<file path="src/rtl/arb_bus.sv">
// Round-robin arbitrated, registered broadcast bus with owner lock and hold timeout.
// Optional contention monitor on o_r_err_cnt is built when ARB_BUS_SNOOP_EN is defined.
module arb_bus #(
  parameter int p_data_width = 16,
  parameter int p_num_src    = 7,
  parameter int p_max_hold   = 8
) (
  input  logic                              i_w_clk,
  input  logic                              i_w_rst_n,
  input  logic [p_num_src-1:0]              i_w_req,
  input  logic [p_num_src-1:0]              i_w_lock,
  input  logic [p_num_src*p_data_width-1:0] i_w_src_data,
  output logic [p_num_src-1:0]              o_r_gnt,
  output logic                              o_r_valid,
  output logic [p_data_width-1:0]           o_r_bus,
  output logic [p_data_width-1:0]           o_w_disp_out,
  output logic                              o_r_timeout,
  output logic [7:0]                        o_r_err_cnt
);

  localparam int PTR_W  = (p_num_src > 1) ? $clog2(p_num_src) : 1;
  localparam int HOLD_W = $clog2(p_max_hold + 2);
  localparam logic [HOLD_W-1:0] HOLD_MAX = HOLD_W'(p_max_hold);
  localparam logic [PTR_W-1:0]  PTR_LAST = PTR_W'(p_num_src - 1);

  typedef enum logic {IDLE, OWNED} state_t;

  state_t                   state_q, state_d;
  logic [p_num_src-1:0]     gnt_q, gnt_d;
  logic [PTR_W-1:0]         ptr_q, ptr_d;
  logic [HOLD_W-1:0]        hold_q, hold_d;
  logic                     valid_q, valid_d;
  logic [p_data_width-1:0]  bus_q, bus_d;
  logic                     timeout_q, timeout_d;

  logic [p_data_width-1:0]  src_arr [p_num_src];
  logic [p_num_src-1:0]     req_m;
  logic [PTR_W-1:0]         cand, win;
  logic                     found;
  logic                     owner_keep, others, timeout_hit;

  for (genvar k = 0; k < p_num_src; k++) begin : g_unpack
    assign src_arr[k] = i_w_src_data[k*p_data_width +: p_data_width];
  end

  // Scan starts just after the pointer; in OWNED the pointer is the owner, so it is scanned last and masked.
  always_comb begin
    req_m = (state_q == OWNED) ? (i_w_req & ~gnt_q) : i_w_req;
    found = 1'b0;
    win   = ptr_q;
    cand  = ptr_q;
    for (int i = 0; i < p_num_src; i++) begin
      cand = (cand == PTR_LAST) ? '0 : cand + 1'b1;
      if (!found && req_m[cand]) begin
        found = 1'b1;
        win   = cand;
      end
    end
  end

  assign owner_keep  = |((i_w_req | i_w_lock) & gnt_q);
  assign others      = |(i_w_req & ~gnt_q);
  assign timeout_hit = (p_max_hold != 0) && (hold_q == HOLD_MAX) && others;

  always_comb begin
    state_d   = state_q;
    gnt_d     = gnt_q;
    ptr_d     = ptr_q;
    hold_d    = hold_q;
    valid_d   = valid_q;
    bus_d     = bus_q;
    timeout_d = 1'b0;
    if ((state_q == OWNED) && !timeout_hit && owner_keep) begin
      bus_d  = src_arr[ptr_q];
      hold_d = (hold_q == HOLD_MAX) ? hold_q : hold_q + 1'b1;
    end else if (found) begin
      state_d    = OWNED;
      gnt_d      = '0;
      gnt_d[win] = 1'b1;
      ptr_d      = win;
      hold_d     = HOLD_W'(1);
      valid_d    = 1'b1;
      bus_d      = src_arr[win];
      timeout_d  = timeout_hit;
    end else begin
      state_d = IDLE;
      gnt_d   = '0;
      hold_d  = '0;
      valid_d = 1'b0;
      bus_d   = '0;
    end
  end

  always_ff @(posedge i_w_clk or negedge i_w_rst_n) begin
    if (!i_w_rst_n) begin
      state_q   <= IDLE;
      gnt_q     <= '0;
      ptr_q     <= PTR_LAST;
      hold_q    <= '0;
      valid_q   <= 1'b0;
      bus_q     <= '0;
      timeout_q <= 1'b0;
    end else begin
      state_q   <= state_d;
      gnt_q     <= gnt_d;
      ptr_q     <= ptr_d;
      hold_q    <= hold_d;
      valid_q   <= valid_d;
      bus_q     <= bus_d;
      timeout_q <= timeout_d;
    end
  end

  assign o_r_gnt      = gnt_q;
  assign o_r_valid    = valid_q;
  assign o_r_bus      = bus_q;
  assign o_w_disp_out = bus_q;
  assign o_r_timeout  = timeout_q;

`ifdef ARB_BUS_SNOOP_EN
  // A source outside the next grant must drive zero; count cycles where any does not.
  logic [p_num_src-1:0] offend_vec;
  logic [7:0]           err_q, err_d;

  for (genvar k = 0; k < p_num_src; k++) begin : g_snoop
    assign offend_vec[k] = ~gnt_d[k] & (|src_arr[k]);
  end

  always_comb begin
    err_d = err_q;
    if ((|offend_vec) && (err_q != 8'hFF)) err_d = err_q + 8'd1;
  end

  always_ff @(posedge i_w_clk or negedge i_w_rst_n) begin
    if (!i_w_rst_n) err_q <= 8'd0;
    else            err_q <= err_d;
  end

  assign o_r_err_cnt = err_q;
`else
  assign o_r_err_cnt = 8'd0;
`endif

endmodule
</file>
<file path="config.mk">
export PLATFORM = sky130hd
export DESIGN_NAME = arb_bus
export DESIGN_NICKNAME = d
export VERILOG_FILES = /design/src/rtl/arb_bus.sv
export SDC_FILE = /design/constraint.sdc
export NUM_CORES = 1
export LEC_CHECK = 0
export CAP_MARGIN = 10
export CORE_MARGIN = 3
export CORE_UTILIZATION = 49
export DETAILED_ROUTE_END_ITERATION = 8
export PLACE_DENSITY = 0.87
export SETUP_SLACK_MARGIN = 0.3
export SYNTH_ARGS = -nofsm -noshare
export SYNTH_HDL_FRONTEND = slang
export SYNTH_SLANG_ARGS = --single-unit
</file>
<file path="constraint.sdc">
create_clock -name i_w_clk -period 8.4 [get_ports i_w_clk]
set_clock_uncertainty 0.1 [all_clocks]
set_input_delay 0.84 -clock i_w_clk [delete_from_list [all_inputs] [get_ports i_w_clk]]
set_output_delay 0.84 -clock i_w_clk [all_outputs]
set_load 0.02 [all_outputs]
</file>
* Word-level counts from Yosys, hierarchy flattened
Index checks and enable logic that the tools add are counted.
Storage, ports and cells: word-level logic and storage cells 114, input port bits 128, register bits after elaboration 32
Operators by class: magnitude comparators 11, add/sub/neg operators 8, bitwise logic cells 7, reductions and logical operators 20, eq/ne operators 9, multiplexer cells 53
Operator list (number):
- binary-select mux 16 bit (select 3 bit) | 2
- two-way mux 16 bit | 6
- two-way mux 3 bit | 14
- less-than comparator 3 x 4 -> 1 bit, second input constant | 8
- adder 3 x 1 -> 3 bit, second input constant | 7
- binary-select mux 1 bit (select 3 bit) | 7
- equality test 3 bit, second input constant | 7
- two-way mux 1 bit | 19
- AND 7 bit | 2
- two-way mux 7 bit | 2
- OR reduction 7 bit | 2
- logical AND 1 bit | 10
- greater-or-equal comparator 4 bit, second input constant | 2
- two-way mux 4 bit | 2
- NOT 3 -> 4 bit | 2
- zero test 1 bit | 7
- NOT 7 bit | 1
- OR 7 bit | 1
- adder 4 x 1 -> 4 bit, second input constant | 1
- equality test 4 bit, second input constant | 1
- demux 1 bit (select 3 bit) | 1
- greater-or-equal comparator 3 x 1 -> 1 bit, second input constant | 1
- != test 2 bit, second input constant | 1
- AND reduction 2 bit | 1
- NOT 1 bit | 1

* Depth between registers and ports, before layout
depth in word-level cells 30, gate-level depth with buffers 15, mapped depth without buffers 11

* Least setup slack after synthesis
Ideal clock, no wire load.
kind input to register, from in i_w_req[2], to reg bus_q[1] (netlist: o_r_bus[1]), path slack 4877 ps, stages on the path 13, arrival time 3290 ps, required time 8167 ps, library setup time 133 ps, cells stage by stage a21boi_0 -> o21ai_1 -> a211oi_2 -> nand4bb_4 -> or3_1 -> buf_4 -> and4bb_1 -> a21oi_2 -> buf_6 -> buf_6 -> nand2_2 -> o32ai_1 -> a22oi_1
On the way: word-level cells in the longest chain between the ends 29, elaborated cells between the ends (all ways) 56, classes of those cells 34 x mux; 4 x bitwise; 18 x reduce/logical
RTL lines:
- start, declared | RTL line 10 | input logic [p_num_src-1:0] i_w_req,
- AND 7 bit | RTL line 48, 62
- two-way mux 7 bit | RTL line 48 | req_m = (state_q == OWNED) ? (i_w_req & ~gnt_q) : i_w_req;
- binary-select mux 1 bit (select 3 bit) | RTL line 54 | if (!found && req_m[cand]) begin
- two-way mux 1 bit (not written as such) | RTL line 54
- two-way mux 1 bit | RTL line 54
- zero test 1 bit | RTL line 54
- logical AND 1 bit | RTL line 54
- two-way mux 1 bit | RTL line 54
- [... 13 more ...]
- logical AND 1 bit | RTL line 54
- two-way mux 3 bit | RTL line 54
- NOT 3 -> 4 bit (not written as such) | RTL line 83 | bus_d = src_arr[win];
- binary-select mux 16 bit (select 3 bit) | RTL line 83
- two-way mux 16 bit (not written as such) (2 in a row) | RTL line 83
- two-way mux 16 bit | RTL line 76 | end else if (found) begin
- two-way mux 16 bit * | RTL line 73 | if ((state_q == OWNED) && !timeout_hit && owner_keep) begin
- named net bus_d[1] | RTL line 33 | logic [p_data_width-1:0] bus_q, bus_d;
- end signal, assigned | RTL line 109 | bus_q <= bus_d;
- end, declared | RTL line 33
The timed path passes the listed nets; every way through them passes the cells marked *. The select of a mux whose other input is x is not followed. A chain may end at the register's enable or synchronous reset.

* Final worst setup path
from reg ptr_q[1], to reg bus_q[12] (netlist: o_r_bus[12])
On the way: word-level cells in the longest chain between the ends 29, elaborated cells between the ends (all ways) 71, classes of those cells 7 x add/sub; 7 x eq/ne; 43 x mux; 2 x bitwise; 12 x reduce/logical
RTL lines:
- start, declared | RTL line 30 | logic [PTR_W-1:0] ptr_q, ptr_d;
- start signal, assigned | RTL line 106 | ptr_q <= ptr_d;
- branches (longest 28 deep; another with adder 3 x 1 -> 3 bit)
- two-way mux 16 bit * | RTL line 73
- named net bus_d[12] | RTL line 33
Mark *: on every way through the listed nets, which the timed path passes. The select of a mux whose other input is x is not followed.

==> impl_results.md <==
* I/O pins at 177
* Main synth FF type: dfrtp_1
* Syn Std Cell Area at 4559 µm²
* Syn. warnings at 0
* Post-synthesis xor/xnor area fraction at 0.3842%
* Post-synth top cells: nor2_1, o21ai_0, buf_4, mux2i_1, nand3_1
* Global Route met3 Usage at 6.007%
* GR Util All Layers at 32.86%
* Clk pin slew, worst setup/hold paths at 0.07 ns
* Root Driver: clkbuf_8
* Syn Inst Count at 533
* Vias in the first global route at 5313
* FFs w/ async S/R, synth at 100.0%
* Antenna violations before repair at 0
* Final max-slew violation count at 0
* Post-synth top area share at 16.47%
* Die ar. at 10500 µm²
* First-pass GRT wire length at 27290 µm
* DRC Markers at 0
* Initial core utilization at 51.28%
* Largest net degree at the start of global routing at 58
* Synth Area in Simple Gates at 16.88%
* Final period utilization at 60.91%
* Clock sink count at 32
* Hold slack final at 0.4501 ns
* DIE HEIGHT at 102.5 µm
* Synthesized flop and latch total at 32
* CTS tree: yes
* Multiplexer share of the synthesized area at 21.08%
* TritonCTS Buffers at 5
* CORE AREA at 8891 µm²
* Setup_tns at 0 ns
* Worst slew margin at 17.83%
* Met1 usage at 42.85%
* Remaining Overflow, GRT at 0
* Setup violators final at 0
* Post-Route WL at 17330 µm
* CP max stage delay at 1.19 ns
* 1st-pass router iterations at 7
* Worst-Margin Slew at 1.233 ns
* Post-synth top area cell: dfrtp_1
* Initial DRC Count at 534
* Wirelength per Cell at 22.80 µm
* Site row count at 34
* CTS resizes at 0
* Vias per inst at 6.988
* Routed via count at 5311
* Post-synthesis compound-gate area fraction at 33.40%
* Hold Buf Count CTS at 0
* Post-synth cell types at 80
* GP Congestion at 0.9209
* Busiest metal layer after global routing: met2
* Max Cap Viol at 0
* Post-CTS Setup Inserts at 0
* CP endpoint kind: flop
* Fin nets at 781
* Number of port buffers at 168
* Slowest CP cell: dfstp_2
* Adder-cell share of the synthesized area at 0.5488%
* Arr. time, crit path at 5.20 ns
* Grt met2 use at 54.47%
* Fill count at 709
* Bufs on Longest Clock Path at 2
* EDFF count, synth at 0
* Design area at 6145 µm²
* Worst Hold Class: flop to flop
* Fmax at 195.5 MHz
* Die X at 102.5 µm
* Crit start category: flop
* Synth area leaders: dfrtp_1, mux4_2, mux2i_1, buf_4, mux2_2
* Sequential element share of the synthesized area at 17.62%
* Skew-Pair Late Insertion Delay at 0.29 ns
* Post-Syn Area per Cell at 8.554 µm²
* Final hold vios at 0
* DP HPWL at 13050 µm
* Cell with the most instances after synthesis: nor2_1
* CP Data Required Time at 8.48 ns
* Unrepaired setup endpoints after global routing: no
* Placed Area at 6045 µm²
* Depth of the CTS H-tree at 2
* Crit path time final at 5.116 ns
* N_diodes at 0
* Largest family of logic cells by synthesized area: compound AO/OA/AOI/OAI gates
* Outcome: finished, final reports clean
* CP Cell Sequence: inv_1, nand2_1, o22ai_1, and4bb_2, o21ai_0, a31oi_1, o31ai_4, a21oi_1, a22oi_1, a31o_1
* Worst Path Max Fanout at 48
* Post-DRT Antenna Nets at 0
* Worst Path Class, Setup: flop to flop
* Synthesis-to-finish area growth at 34.77%
* Layout cells sized above 1 at 14.88%
## cell usage in the layout (no fill, tap or decap), types with 3 or more instances in the layout
cell type / synthesis / final
nand3_1: 32 / 32
a221oi_1: 18 / 18
buf_4: 33 / 3
a21oi_1: 19 / 19
clkdlybuf4s50_1: 0 / 167
a21bo_2: 6 / 6
clkbuf_8: 0 / 7
and2_1: 4 / 4
mux2i_1: 33 / 33
a21boi_0: 9 / 9
nor2_1: 35 / 35
a211o_1: 3 / 3
or2_2: 4 / 4
nand2_1: 24 / 24
a31o_2: 13 / 13
and3_1: 5 / 5
a31o_1: 13 / 13
o221ai_1: 3 / 3
o32ai_1: 10 / 10
mux4_2: 17 / 17
o21ai_0: 34 / 34
inv_1: 10 / 10
mux2_2: 22 / 22
or3_1: 4 / 4
dfrtp_1: 30 / 29
o22ai_1: 7 / 7
nor3_1: 20 / 20
a211oi_1: 4 / 4
o21a_1: 3 / 3
conb_1: 1 / 8
a22oi_1: 20 / 20
nand2b_1: 5 / 5
## worst max-delay path: cells and delay by family, from the launching register on
kind	cells	cell delay, ns
AOI/OAI and AO/OA	7	2.44
buffers and inverters	1	0.65
DFF	1	1.19
and+or+nand+nor	2	0.60
## routing by layer
metal / vias up / part of all wire (%)
met2: 423 / 49
met4: 0 / 4.0
met5: - / 0
li1: 2307 / -
met3: 76 / 10
met1: 2505 / 37
## flip-flops by register name, summed over array words and instances, names as in the netlist
name,count
o_r_valid,1
o_r_bus,16
o_r_gnt,7
hold_q,4
o_r_timeout,1
ptr_q,3
## layout make-up
type / count / area [µm²] / share of cell area, %
inverters: 12 / 45.04 / 0.7330
repair buffers: 171 / 1699 / 27.65
well taps: 108 / 135.1 / 2.199
clock buffers: 8 / 100.1 / 1.629
multi-input cells: 429 / 3361 / 54.69
flip-flops and latches: 32 / 804.5 / 13.09
## final timing paths
path / start / endpoint / slack, ns / depth (start not counted)
max in group asynchronous: i_w_rst_n / ptr_q[0]$_DFFE_PN0P_ / 7.11 / 1
worst max-delay path: ptr_q[1]$_DFFE_PN1P_ / o_r_bus[12]$_DFF_PN0_ / 3.28 / 10
worst min-delay path: hold_q[3]$_DFFE_PN0P_ / hold_q[3]$_DFFE_PN0P_ / 0.45 / 2
worst max register to register: ptr_q[1]$_DFFE_PN1P_ / o_r_bus[12]$_DFF_PN0_ / 3.28 / 10
worst min register to register: hold_q[3]$_DFFE_PN0P_ / hold_q[3]$_DFFE_PN0P_ / 0.45 / 2
min in group asynchronous: i_w_rst_n / o_r_bus[10]$_DFF_PN0_ / 0.54 / 1
## kinds of logic (layout without fill, tap and decap cells)
family | after synthesis | after routing
other cells | 1 | 8
xor+xnor | 2 | 2
buf+inv | 79 | 191
mux | 72 | 72
fa+ha+maj | 2 | 2
simple gates | 147 | 147
compound gates | 198 | 198
flops | 32 | 32
## metrics by stage
| step | setup WS (ns) | std cells | utilization [%] |
|---|---|---|---|
| floorplan | 4.877 | 540 | - |
| global placement | 3.278 | 752 | 67.98 |
| detailed placement | 3.219 | 752 | 67.98 |
| CTS | 3.417 | 760 | 69.11 |
| global route | 2.994 | 760 | 69.11 |
| finish | 3.284 | 760 | 69.11 |
Power is not shown: default switching activity piles up to over one toggle a cycle in this logic, so the estimate is an artifact.
